<file path="src/rtl/ex_muldiv_if.sv">
// ---------------------------------------------------------------------------
// ex_muldiv_if : issue/result bundle between the EX stage and the HI/LO
//                multiply/divide unit.
//
//   master (EX stage)  drives : start, func, isSign, A, B, flush
//                      reads  : busy, done, divByZero, HI, LO
//   slave  (ex_muldiv) is the mirror image.
// ---------------------------------------------------------------------------
interface ex_muldiv_if #(
  parameter int WIDTH = 32
);
  logic             start;
  logic [2:0]       func;
  logic             isSign;
  logic [WIDTH-1:0] A;
  logic [WIDTH-1:0] B;
  logic             flush;
  logic             busy;
  logic             done;
  logic             divByZero;
  logic [WIDTH-1:0] HI;
  logic [WIDTH-1:0] LO;

  modport master (
    output start, func, isSign, A, B, flush,
    input  busy, done, divByZero, HI, LO
  );

  modport slave (
    input  start, func, isSign, A, B, flush,
    output busy, done, divByZero, HI, LO
  );
endinterface

</file>
<file path="src/rtl/ex_muldiv.sv">
// ---------------------------------------------------------------------------
// ex_muldiv : multi-cycle HI/LO multiply/divide unit for the EX stage.
//
// Ports
//   clk   : clock
//   rst   : synchronous active-high reset
//   md    : ex_muldiv_if.slave
//             start/func/isSign/A/B : operation issue (accepted only in IDLE)
//             flush                 : cancels the in-flight operation
//             busy                  : registered, operation in flight
//             done / divByZero      : one-cycle pulses after commit
//             HI / LO               : architectural registers (direct)
//
// Operations: MULT (MUL_STAGES edges), DIV (WIDTH step edges + 1 fix edge),
// DIV by zero (1 edge), MTHI/MTLO (same edge, no busy, no done).
//
// Optional feature macro: MD_MADD_EN
//   defined   : func 101/110 perform MADD/MSUB into {HI,LO}
//   undefined : func 101/110 are ignored, no accumulate hardware
// ---------------------------------------------------------------------------
module ex_muldiv #(
  parameter int WIDTH      = 32,
  parameter int MUL_STAGES = 3
) (
  input logic         clk,
  input logic         rst,
  ex_muldiv_if.slave  md
);

  localparam int CNT_W = $clog2(WIDTH + MUL_STAGES + 1);

  localparam logic [2:0] F_MULT = 3'b001;
  localparam logic [2:0] F_DIV  = 3'b010;
  localparam logic [2:0] F_MTHI = 3'b011;
  localparam logic [2:0] F_MTLO = 3'b100;
`ifdef MD_MADD_EN
  localparam logic [2:0] F_MADD = 3'b101;
  localparam logic [2:0] F_MSUB = 3'b110;
`endif

  typedef enum logic [2:0] {
    S_IDLE,
    S_MUL,
    S_DIV,
    S_FIX,
    S_DZ
  } state_t;

  state_t             state_q, state_d;
  logic [CNT_W-1:0]   cnt_q, cnt_d;
  logic [WIDTH-1:0]   a_q, a_d;
  logic [WIDTH-1:0]   b_q, b_d;
  logic               sign_q, sign_d;
  logic [WIDTH-1:0]   rem_q, rem_d;
  logic [WIDTH-1:0]   quo_q, quo_d;
  logic [WIDTH-1:0]   hi_q, hi_d;
  logic [WIDTH-1:0]   lo_q, lo_d;
  logic               busy_q, busy_d;
  logic               done_q, done_d;
  logic               dz_q, dz_d;
`ifdef MD_MADD_EN
  logic               madd_q, madd_d;
  logic               msub_q, msub_d;
`endif

  // -------------------------------------------------------------------------
  // Multiplier: product of the latched operands, then a register chain so
  // the synthesis tool can retime the multiplier across MUL_STAGES-1 stages.
  // Operands are stable for the whole MUL state, so the last stage always
  // holds the correct product by the commit edge.
  // -------------------------------------------------------------------------
  logic [2*WIDTH-1:0] a_ext, b_ext, prod_comb, prod_final, mul_result;

  assign a_ext     = sign_q ? {{WIDTH{a_q[WIDTH-1]}}, a_q} : {{WIDTH{1'b0}}, a_q};
  assign b_ext     = sign_q ? {{WIDTH{b_q[WIDTH-1]}}, b_q} : {{WIDTH{1'b0}}, b_q};
  assign prod_comb = a_ext * b_ext;

  generate
    if (MUL_STAGES == 1) begin : g_prod_comb
      assign prod_final = prod_comb;
    end else begin : g_prod_pipe
      logic [2*WIDTH-1:0] pipe_q [MUL_STAGES-1];
      logic [2*WIDTH-1:0] pipe_d [MUL_STAGES-1];

      always_comb begin
        pipe_d[0] = prod_comb;
        for (int i = 1; i < MUL_STAGES - 1; i++) begin
          pipe_d[i] = pipe_q[i-1];
        end
      end

      always_ff @(posedge clk) begin
        for (int i = 0; i < MUL_STAGES - 1; i++) begin
          if (rst) pipe_q[i] <= '0;
          else     pipe_q[i] <= pipe_d[i];
        end
      end

      assign prod_final = pipe_q[MUL_STAGES-2];
    end
  endgenerate

`ifdef MD_MADD_EN
  always_comb begin
    mul_result = prod_final;
    if (madd_q)      mul_result = {hi_q, lo_q} + prod_final;
    else if (msub_q) mul_result = {hi_q, lo_q} - prod_final;
  end
`else
  assign mul_result = prod_final;
`endif

  // -------------------------------------------------------------------------
  // Divider datapath: restoring radix-2 on magnitudes. quo_q starts as |A|
  // and is shifted out MSB-first while quotient bits shift in at the LSB.
  // -------------------------------------------------------------------------
  logic [WIDTH-1:0] in_mag_a, mag_b;
  logic [WIDTH:0]   rem_sh, diff;
  logic             neg_quo, neg_rem;

  assign in_mag_a = (md.isSign && md.A[WIDTH-1]) ? -md.A : md.A;
  assign mag_b    = (sign_q && b_q[WIDTH-1]) ? -b_q : b_q;
  assign rem_sh   = {rem_q, quo_q[WIDTH-1]};
  assign diff     = rem_sh - {1'b0, mag_b};
  assign neg_quo  = sign_q & (a_q[WIDTH-1] ^ b_q[WIDTH-1]);
  assign neg_rem  = sign_q & a_q[WIDTH-1];

  // -------------------------------------------------------------------------
  // Control FSM
  // -------------------------------------------------------------------------
  always_comb begin
    state_d = state_q;
    cnt_d   = cnt_q;
    a_d     = a_q;
    b_d     = b_q;
    sign_d  = sign_q;
    rem_d   = rem_q;
    quo_d   = quo_q;
    hi_d    = hi_q;
    lo_d    = lo_q;
    busy_d  = busy_q;
    done_d  = 1'b0;
    dz_d    = 1'b0;
`ifdef MD_MADD_EN
    madd_d  = madd_q;
    msub_d  = msub_q;
`endif

    case (state_q)
      S_IDLE: begin
        // Operand registers track the inputs while idle; the value captured
        // at the accepting edge is what the operation then works on.
        a_d    = md.A;
        b_d    = md.B;
        sign_d = md.isSign;
        cnt_d  = '0;
        rem_d  = '0;
        quo_d  = in_mag_a;
        busy_d = 1'b0;
        if (md.start) begin
          case (md.func)
            F_MULT: begin
              state_d = S_MUL;
              busy_d  = 1'b1;
`ifdef MD_MADD_EN
              madd_d  = 1'b0;
              msub_d  = 1'b0;
`endif
            end
`ifdef MD_MADD_EN
            F_MADD: begin
              state_d = S_MUL;
              busy_d  = 1'b1;
              madd_d  = 1'b1;
              msub_d  = 1'b0;
            end
            F_MSUB: begin
              state_d = S_MUL;
              busy_d  = 1'b1;
              madd_d  = 1'b0;
              msub_d  = 1'b1;
            end
`endif
            F_DIV: begin
              state_d = (md.B == '0) ? S_DZ : S_DIV;
              busy_d  = 1'b1;
            end
            F_MTHI:  hi_d = md.A;
            F_MTLO:  lo_d = md.A;
            default: ;
          endcase
        end
      end

      S_MUL: begin
        cnt_d = cnt_q + CNT_W'(1);
        if (cnt_q == CNT_W'(MUL_STAGES - 1)) begin
          {hi_d, lo_d} = mul_result;
          done_d       = 1'b1;
          busy_d       = 1'b0;
          state_d      = S_IDLE;
        end
      end

      S_DIV: begin
        cnt_d = cnt_q + CNT_W'(1);
        if (diff[WIDTH]) begin
          rem_d = rem_sh[WIDTH-1:0];
          quo_d = {quo_q[WIDTH-2:0], 1'b0};
        end else begin
          rem_d = diff[WIDTH-1:0];
          quo_d = {quo_q[WIDTH-2:0], 1'b1};
        end
        if (cnt_q == CNT_W'(WIDTH - 1)) state_d = S_FIX;
      end

      S_FIX: begin
        // MIN / -1 falls out naturally: |MIN| negates back to MIN.
        lo_d    = neg_quo ? -quo_q : quo_q;
        hi_d    = neg_rem ? -rem_q : rem_q;
        done_d  = 1'b1;
        busy_d  = 1'b0;
        state_d = S_IDLE;
      end

      S_DZ: begin
        lo_d    = '1;
        hi_d    = a_q;
        done_d  = 1'b1;
        dz_d    = 1'b1;
        busy_d  = 1'b0;
        state_d = S_IDLE;
      end

      default: begin
        busy_d  = 1'b0;
        state_d = S_IDLE;
      end
    endcase

    // Flush overrides everything, including a same-cycle MTHI/MTLO and a
    // commit that would otherwise happen on this edge.
    if (md.flush) begin
      state_d = S_IDLE;
      busy_d  = 1'b0;
      done_d  = 1'b0;
      dz_d    = 1'b0;
      hi_d    = hi_q;
      lo_d    = lo_q;
    end
  end

  always_ff @(posedge clk) begin
    if (rst) begin
      state_q <= S_IDLE;
      cnt_q   <= '0;
      a_q     <= '0;
      b_q     <= '0;
      sign_q  <= 1'b0;
      rem_q   <= '0;
      quo_q   <= '0;
      hi_q    <= '0;
      lo_q    <= '0;
      busy_q  <= 1'b0;
      done_q  <= 1'b0;
      dz_q    <= 1'b0;
`ifdef MD_MADD_EN
      madd_q  <= 1'b0;
      msub_q  <= 1'b0;
`endif
    end else begin
      state_q <= state_d;
      cnt_q   <= cnt_d;
      a_q     <= a_d;
      b_q     <= b_d;
      sign_q  <= sign_d;
      rem_q   <= rem_d;
      quo_q   <= quo_d;
      hi_q    <= hi_d;
      lo_q    <= lo_d;
      busy_q  <= busy_d;
      done_q  <= done_d;
      dz_q    <= dz_d;
`ifdef MD_MADD_EN
      madd_q  <= madd_d;
      msub_q  <= msub_d;
`endif
    end
  end

  assign md.busy      = busy_q;
  assign md.done      = done_q;
  assign md.divByZero = dz_q;
  assign md.HI        = hi_q;
  assign md.LO        = lo_q;

endmodule

</file>
<file path="src/flat_wrapper.sv">
// flat-port wrapper written by rule: the top's interface ports become plain ports
module ex_muldiv_flat 
#(
  parameter int WIDTH      = 32,
  parameter int MUL_STAGES = 3
)
  (clk, rst, md_start, md_func, md_isSign, md_A, md_B, md_flush, md_busy, md_done, md_divByZero, md_HI, md_LO);
  ex_muldiv_if #(.WIDTH(WIDTH)) md_i ();
  input logic clk;
  input logic rst;
  input wire logic [$bits(md_i.start)-1:0] md_start;
  input wire logic [$bits(md_i.func)-1:0] md_func;
  input wire logic [$bits(md_i.isSign)-1:0] md_isSign;
  input wire logic [$bits(md_i.A)-1:0] md_A;
  input wire logic [$bits(md_i.B)-1:0] md_B;
  input wire logic [$bits(md_i.flush)-1:0] md_flush;
  output wire logic [$bits(md_i.busy)-1:0] md_busy;
  output wire logic [$bits(md_i.done)-1:0] md_done;
  output wire logic [$bits(md_i.divByZero)-1:0] md_divByZero;
  output wire logic [$bits(md_i.HI)-1:0] md_HI;
  output wire logic [$bits(md_i.LO)-1:0] md_LO;
  assign md_i.start = md_start;
  assign md_i.func = md_func;
  assign md_i.isSign = md_isSign;
  assign md_i.A = md_A;
  assign md_i.B = md_B;
  assign md_i.flush = md_flush;
  assign md_busy = md_i.busy;
  assign md_done = md_i.done;
  assign md_divByZero = md_i.divByZero;
  assign md_HI = md_i.HI;
  assign md_LO = md_i.LO;
  ex_muldiv #(.WIDTH(WIDTH), .MUL_STAGES(MUL_STAGES)) u_core (.clk(clk), .rst(rst), .md(md_i));
endmodule
</file>
<file path="config.mk">
export PLATFORM = sky130hd
export DESIGN_NAME = ex_muldiv_flat
export DESIGN_NICKNAME = d
export VERILOG_FILES = /design/src/rtl/ex_muldiv_if.sv /design/src/rtl/ex_muldiv.sv /design/src/flat_wrapper.sv
export SDC_FILE = /design/constraint.sdc
export NUM_CORES = 2
export LEC_CHECK = 0
export BUFFER_PORTS_ARGS = -buffer_cell sky130_fd_sc_hd__buf_2
export CAP_MARGIN = 0
export CORE_MARGIN = 10
export CORE_UTILIZATION = 52
export CTS_CLUSTER_DIAMETER = 100
export DETAILED_ROUTE_END_ITERATION = 12
export PLACE_DENSITY = 0.68
export SYNTH_ARGS = -nofsm -noshare
export SYNTH_HDL_FRONTEND = slang
export SYNTH_SLANG_ARGS = --single-unit
</file>
<file path="constraint.sdc">
create_clock -name clk -period 13.3 [get_ports clk]
set_input_delay 1.995 -clock clk [delete_from_list [all_inputs] [get_ports clk]]
set_output_delay 1.995 -clock clk [all_outputs]
set_load 0.005 [all_outputs]
</file>
# --- Word-level counts from Yosys, hierarchy flattened ---
# Memory sizes are Yosys's and may differ from the RTL's.
# Cells that the tools add are included.
classes:
  n_bitwise: 7
  mul: 1
  n_addsub: 6
  n_eq_ne: 16
  muxes: 37
  n_reduce_logical: 15
ops:
  columns: ["operator", "n"]
  rows:
  - ["2-to-1 mux 32 bit", 11]
  - ["2-to-1 mux 64 bit", 4]
  - ["one-hot mux 32 bit (4 select lines)", 2]
  - ["negator 32 bit", 4]
  - ["one-hot mux 32 bit (2 select lines)", 2]
  - ["multiplier 64 x 64 -> 64 bit", 1]
  - ["subtractor 33 x 32 -> 33 bit", 1]
  - ["logical NOT 32 bit", 1]
  - ["equality test 3 x 2 -> 1 bit, second input constant", 4]
  - ["2-to-1 mux 3 bit", 4]
  - ["one-hot mux 6 bit (2 select lines)", 1]
  - ["AND reduction 5 bit", 2]
  - ["2-to-1 mux 1 bit", 9]
  - ["one-hot mux 3 bit (3 select lines)", 1]
  - ["OR reduction 2 bit", 4]
  - ["adder 6 x 1 -> 6 bit, second input constant", 1]
  - ["equality test 3 x 1 -> 1 bit, second input constant", 2]
  - ["equality test 3 bit, second input constant", 2]
  - ["equality test 6 x 2 -> 1 bit, second input constant", 1]
  - ["equality test 6 x 5 -> 1 bit, second input constant", 1]
  - ["inequality test 2 bit, second input constant", 3]
  - ["one-hot mux 3 bit (2 select lines)", 1]
  - ["inequality test 2 x 1 -> 1 bit, second input constant", 2]
  - ["AND reduction 4 bit", 1]
  - ["other kinds (12)", 17]
totals:
  word_cells: 95
  mem_bits_rw: 128
  n_memories: 1
  reg_bits: 205
  output_inout_bits: 67
mem_list:
  columns: ["memory", "depth", "width", "rd", "rd_ports_with_merged_regs", "write_ports", "line_no", "source"]
  rows:
  - ["u_core.g_prod_pipe.pipe_q", 2, 64, 2, 0, 2, "ex_muldiv.sv:82", "logic [2*WIDTH-1:0] pipe_q [MUL_STAGES-1];"]

# --- Depth between registers and ports, before layout ---
depth:
  word_depth: 5
  mapped_depth: 36
  mapped_depth_nobuf: 33

# --- Least setup slack after synthesis ---
# Ideal clock, no wire load.
synth_timing:
  path_kind: "reg-to-reg"
  start: "reg u_core.a_q[31]"
  end: "mem u_core.g_prod_pipe.pipe_q[0][59] (netlist bit)"
  t_arrival_ps: 9241
  slack_ps: 3939
  t_required_ps: 13179
  n_path_buf: 2
  setup_time_ps: 121
  period_less_slack_ps: 9361
  path_stages_with_launch: 32
  cell_sequence: "dfxtp_1 > and2_1 > clkbuf_1 > buf_1 > nand2_1 > fa_1 > inv_1 > fa_1 > fa_1 > inv_1 > fa_1 > inv_1 > fa_1 > fa_1 > fa_1 > fa_1 > fa_1 > inv_1 > fa_1 > inv_1 > ha_1 > a21oi_1 > o21bai_1 > a21o_1 > a21o_1 > a21o_1 > a21o_1 > a21o_1 > a41oi_1 > o21ai_2 > a21boi_1 > mux2_2"
synth_rtl:
  columns: ["element", "line_no", "source"]
  rows:
  - ["start, declared", "ex_muldiv.sv:51", "logic [WIDTH-1:0] a_q, a_d;"]
  - ["start signal, assigned", "ex_muldiv.sv:257", "a_q <= '0;"]
  - ["start signal, assigned", "ex_muldiv.sv:274", "a_q <= a_d;"]
  - ["end, declared", "ex_muldiv.sv:82", null]

==> flow_metrics.py <==
metrics = {
    "logic_synthesis": {
        "synth_cell_types": 75,
        "synth.cell_area_um2": 65000,
        "synth_sequential_area_ratio_pct": 10.2,
        "synthCells": 7321,
        "synth_edf_count": 0,
        "fraction_of_synthesis_flops_using_an_asynchronous_set_or_reset_pin_pct": 0,
        "synth.net_count": 9162,
        "synth-main-ff-cell": "dfxtp_1",
        "synth-warning-count": 0,
        "synth.ff_latch_count": 333,
        "post_synth.cell_area_avg_um2": 8.89,
    },
    "finish": {
        "area_growth_syn_to_layout_pct": 4.61,
        "layout.cells.most_common": "inv_1",
        "mostFrequentLayoutCells": "1551 x inv_1, 1419 x fa_1, 846 x nand2_1",
        "final_net_count": 8997,
        "share_of_layout_cells_above_drive_strength_1_pct": 4.67,
    },
    "global_route": {
        "grt_max_degree": 129,
        "grt_overflow": 0,
        "grt_pass1_wl_um": 310000,
        "first_global_vias": 51798,
        "grt.total_usage_pct": 28.6,
        "number_of_antenna_violations_at_the_first_check_in_global_routing": 19,
    },
    "route": {
        "antenna_left": 0,
        "drc_errors": 0,
        "vias_per_cell": 5.56,
        "drt-initial-drc-count": 4139,
        "num_vias": 49057,
        "route.detailed.wl_per_inst_um": 22.5,
        "postRouteWirelength_um": 198000,
        "drt_pass1_iterations": 6,
    },
    "setup_path": {
        "timing.critical_path.from": "u_core.sign_q$_SDFFE_PP0P_",
        "cp_max_fo": 29,
        "crit_path_max_incr_delay_ns": 0.95,
        "path_class": "reg2reg",
        "r2r-start": "u_core.sign_q$_SDFFE_PP0P_",
        "cp-end-kind": "register",
        "timing.critical_path.slowest_stage_cell": "fa_1",
        "critical_path_required_ns": 13.73,
        "timing.critical_path.mode_cell": "fa_1",
        "arrival_ns": 11.00,
        "crit_start_category": "register",
    },
    "sta": {
        "final.period_utilization_pct": 79.5,
        "period_needed_ns": 10.58,
        "max_freq_mhz": 94.5,
        "setup_viol": 0,
        "slew_headroom_pct": 24.0,
        "slew_violations": 0,
        "rsz0062_at_grt": "false",
        "final.setup_skew_ns": 0.0167,
        "timing.final.hold_violations": 0,
        "worst_slew_pin_slew_ns": 1.14,
        "final.setup.tns_ns": 0,
    },
    "min_path": {
        "holdCritPathClass": "reg2reg",
        "hold_path_startpoint": "u_core.g_prod_pipe.pipe_q[0][17]$_SDFF_PP0_",
    },
    "clocking": {
        "tritoncts": "yes",
        "post_cts_resize_count": 0,
        "ctsRootBufferMaster": "clkbuf_16",
        "cts.path.max_buffers": 3,
        "clock_insertion_delay_worst_skew_ns": 0.54,
        "cts.sinks": 333,
        "post_cts_buffers": 0,
        "h-tree-depth": 2,
        "number_of_buffers_added_to_fix_hold_violations_after_cts": 0,
        "tritoncts.num_buffers": 34,
        "path_clk_slew_ns": 0.07,
    },
    "floorplan": {
        "fp-row-count": 129,
        "die_width_um": 374,
        "die_area_um2": 140000,
        "design.portCount": 139,
        "initial_utilization_pct": 52.5,
        "coreArea_um2": 124000,
        "die-height_um": 374,
    },
    "power_and_ir_drop": {
        "peakVddDrop_mv": 0.246,
        "leakage_power_nw": 33.8,
        "powerDensity_nw_per_um2": 149,
        "totalPowerFinal_w": 0.0101,
    },
    "outcome": {
        "outcome": "finished, final reports clean",
    },
    "run": {
        "maxCapViolations": 0,
    },
    "place": {
        "gp_routability_congestion": 0.977,
        "hpwl_um": 159000,
        "count_of_input_and_output_buffers": 138,
    },
}
==> registers in the layout (all words and copies together) (netlist names) <==
register and flops:
u_core.a_q 32, u_core.b_q 32, u_core.cnt_q 6, u_core.g_prod_pipe.pipe_q 128, u_core.md.HI 32, u_core.md.LO 32
u_core.md.busy 1, u_core.md.divByZero 1, u_core.md.done 1, u_core.quo_q 32, u_core.rem_q 32, u_core.sign_q 1
u_core.state_q 3
==> routing by layer <==
metal,GRT usage (%),vias to the layer above,wire length [um]
met2,45.7,2023,89500
met4,7.55,10,5950
met1,39.4,25116,84300
met3,6.09,303,18500
li1,-,21605,-
met5,0,-,58
==> Yosys cell counts, types with 4 or more instances <==
| cell | instances | area, um^2 |
|---|---|---|
| buf_1 | 34 | 128 |
| nor4_1 | 27 | 169 |
| clkbuf_1 | 390 | 1460 |
| nor2b_1 | 111 | 694 |
| a41oi_1 | 10 | 87.6 |
| a211o_1 | 4 | 35.0 |
| or2_2 | 8 | 50.1 |
| fa_1 | 1419 | 28400 |
| buf_2 | 7 | 35.0 |
| o41ai_1 | 10 | 87.6 |
| mux2_2 | 6 | 67.6 |
| xnor2_1 | 167 | 1460 |
| or3_1 | 9 | 56.3 |
| a21o_1 | 78 | 586 |
| dfxtp_1 | 333 | 6670 |
| a21boi_0 | 6 | 45.0 |
| ha_1 | 350 | 4380 |
| o21a_1 | 15 | 113 |
| xor2_1 | 94 | 823 |
| nand3_1 | 43 | 215 |
| nor2_1 | 259 | 972 |
| and3_1 | 32 | 200 |
| a211oi_1 | 77 | 578 |
| o311ai_0 | 7 | 61.3 |
| and2_1 | 585 | 3660 |
| or4_1 | 4 | 30.0 |
| nand4_1 | 23 | 144 |
| mux2i_1 | 52 | 521 |
| o21ai_0 | 162 | 811 |
| o31ai_1 | 17 | 128 |
| nor4b_1 | 7 | 61.3 |
| a221oi_1 | 10 | 87.6 |
| nand2b_1 | 24 | 150 |
| nor3b_1 | 6 | 45.0 |
| a2111oi_0 | 5 | 43.8 |
| nand2_1 | 846 | 3180 |
| and4_1 | 6 | 52.6 |
| inv_1 | 1551 | 5820 |
| nand3b_1 | 4 | 30.0 |
| a21oi_1 | 366 | 1830 |
| nor3_1 | 64 | 320 |
| a31oi_1 | 24 | 150 |
| o21bai_1 | 10 | 75.1 |
| o211ai_1 | 11 | 82.6 |
==> cells by family (layout without fill, tap and decap cells) <==
kind of cell | after synthesis | count (layout) | share of synthesized area [%]
AOI/OAI and AO/OA | 843 | 843 | 7.84
and+or+nand+nor | 2067 | 2067 | 15.6
DFF | 333 | 333 | 10.2
buffers and inverters | 1987 | 1842 | 11.5
other | 0 | 8 | 0
muxes | 59 | 59 | 0.921
xor gates and xnor gates | 261 | 261 | 3.51
adders and majority gates | 1771 | 1771 | 50.4
==> cell type report <==
type,instances,area [um^2]
fill,11404,55900
multi-input combinational,5001,50900
sequential,333,6680
inverter,1552,5830
tap,1637,2050
timing repair buffer,234,1420
clock buffer,42,962
clock inverter,14,145
antenna,8,20.0
==> path summary, 6_finish.rpt <==
kind | end | slack (ns) | cells past startpoint
max | u_core.g_prod_pipe.pipe_q[0][59]$_SDFF_PP0_ | 2.72 | 31
min | u_core.g_prod_pipe.pipe_q[1][17]$_SDFF_PP0_ | 0.43 | 1
max reg2reg | u_core.g_prod_pipe.pipe_q[0][59]$_SDFF_PP0_ | 2.72 | 31
min reg2reg | u_core.g_prod_pipe.pipe_q[1][17]$_SDFF_PP0_ | 0.43 | 1
==> worst max-delay path: cells and delay by family, from the launching register on <==
| kind | cells | cell delay, ns |
|---|---|---|
| AOI/OAI and AO/OA | 10 | 1.88 |
| and+or+nand+nor | 2 | 1.21 |
| DFF | 1 | 0.30 |
| buffers and inverters | 7 | 0.95 |
| adders and majority gates | 11 | 5.75 |
| muxes | 1 | 0.34 |
==> through the flow <==
| stage | instance area [um^2] | hold slack [ns] | setup slack, ns | utilization, % | instances |
|---|---|---|---|---|---|
| final | 68000 | 0.430 | 2.72 | 54.9 | 8821 |
| after global routing | 68000 | 0.449 | 2.25 | 54.9 | 8813 |
| after CTS | 68000 | 0.432 | 2.72 | 54.9 | 8813 |
| after detailed placement | 66900 | 0.420 | 2.74 | 54.0 | 8757 |
| after global placement | 66900 | 0.419 | 2.83 | 54.0 | 8757 |
| after floorplan | 65000 | 0.414 | 3.94 | - | 7321 |
==> where the power goes <==
group | internal, W | switching [W]
Clock | 0.000555 | 0.000435
Combinational | 0.00301 | 0.00486
Sequential | 0.00117 | 0.0000799
No activity file was read; power rests on OpenSTA's default activity.
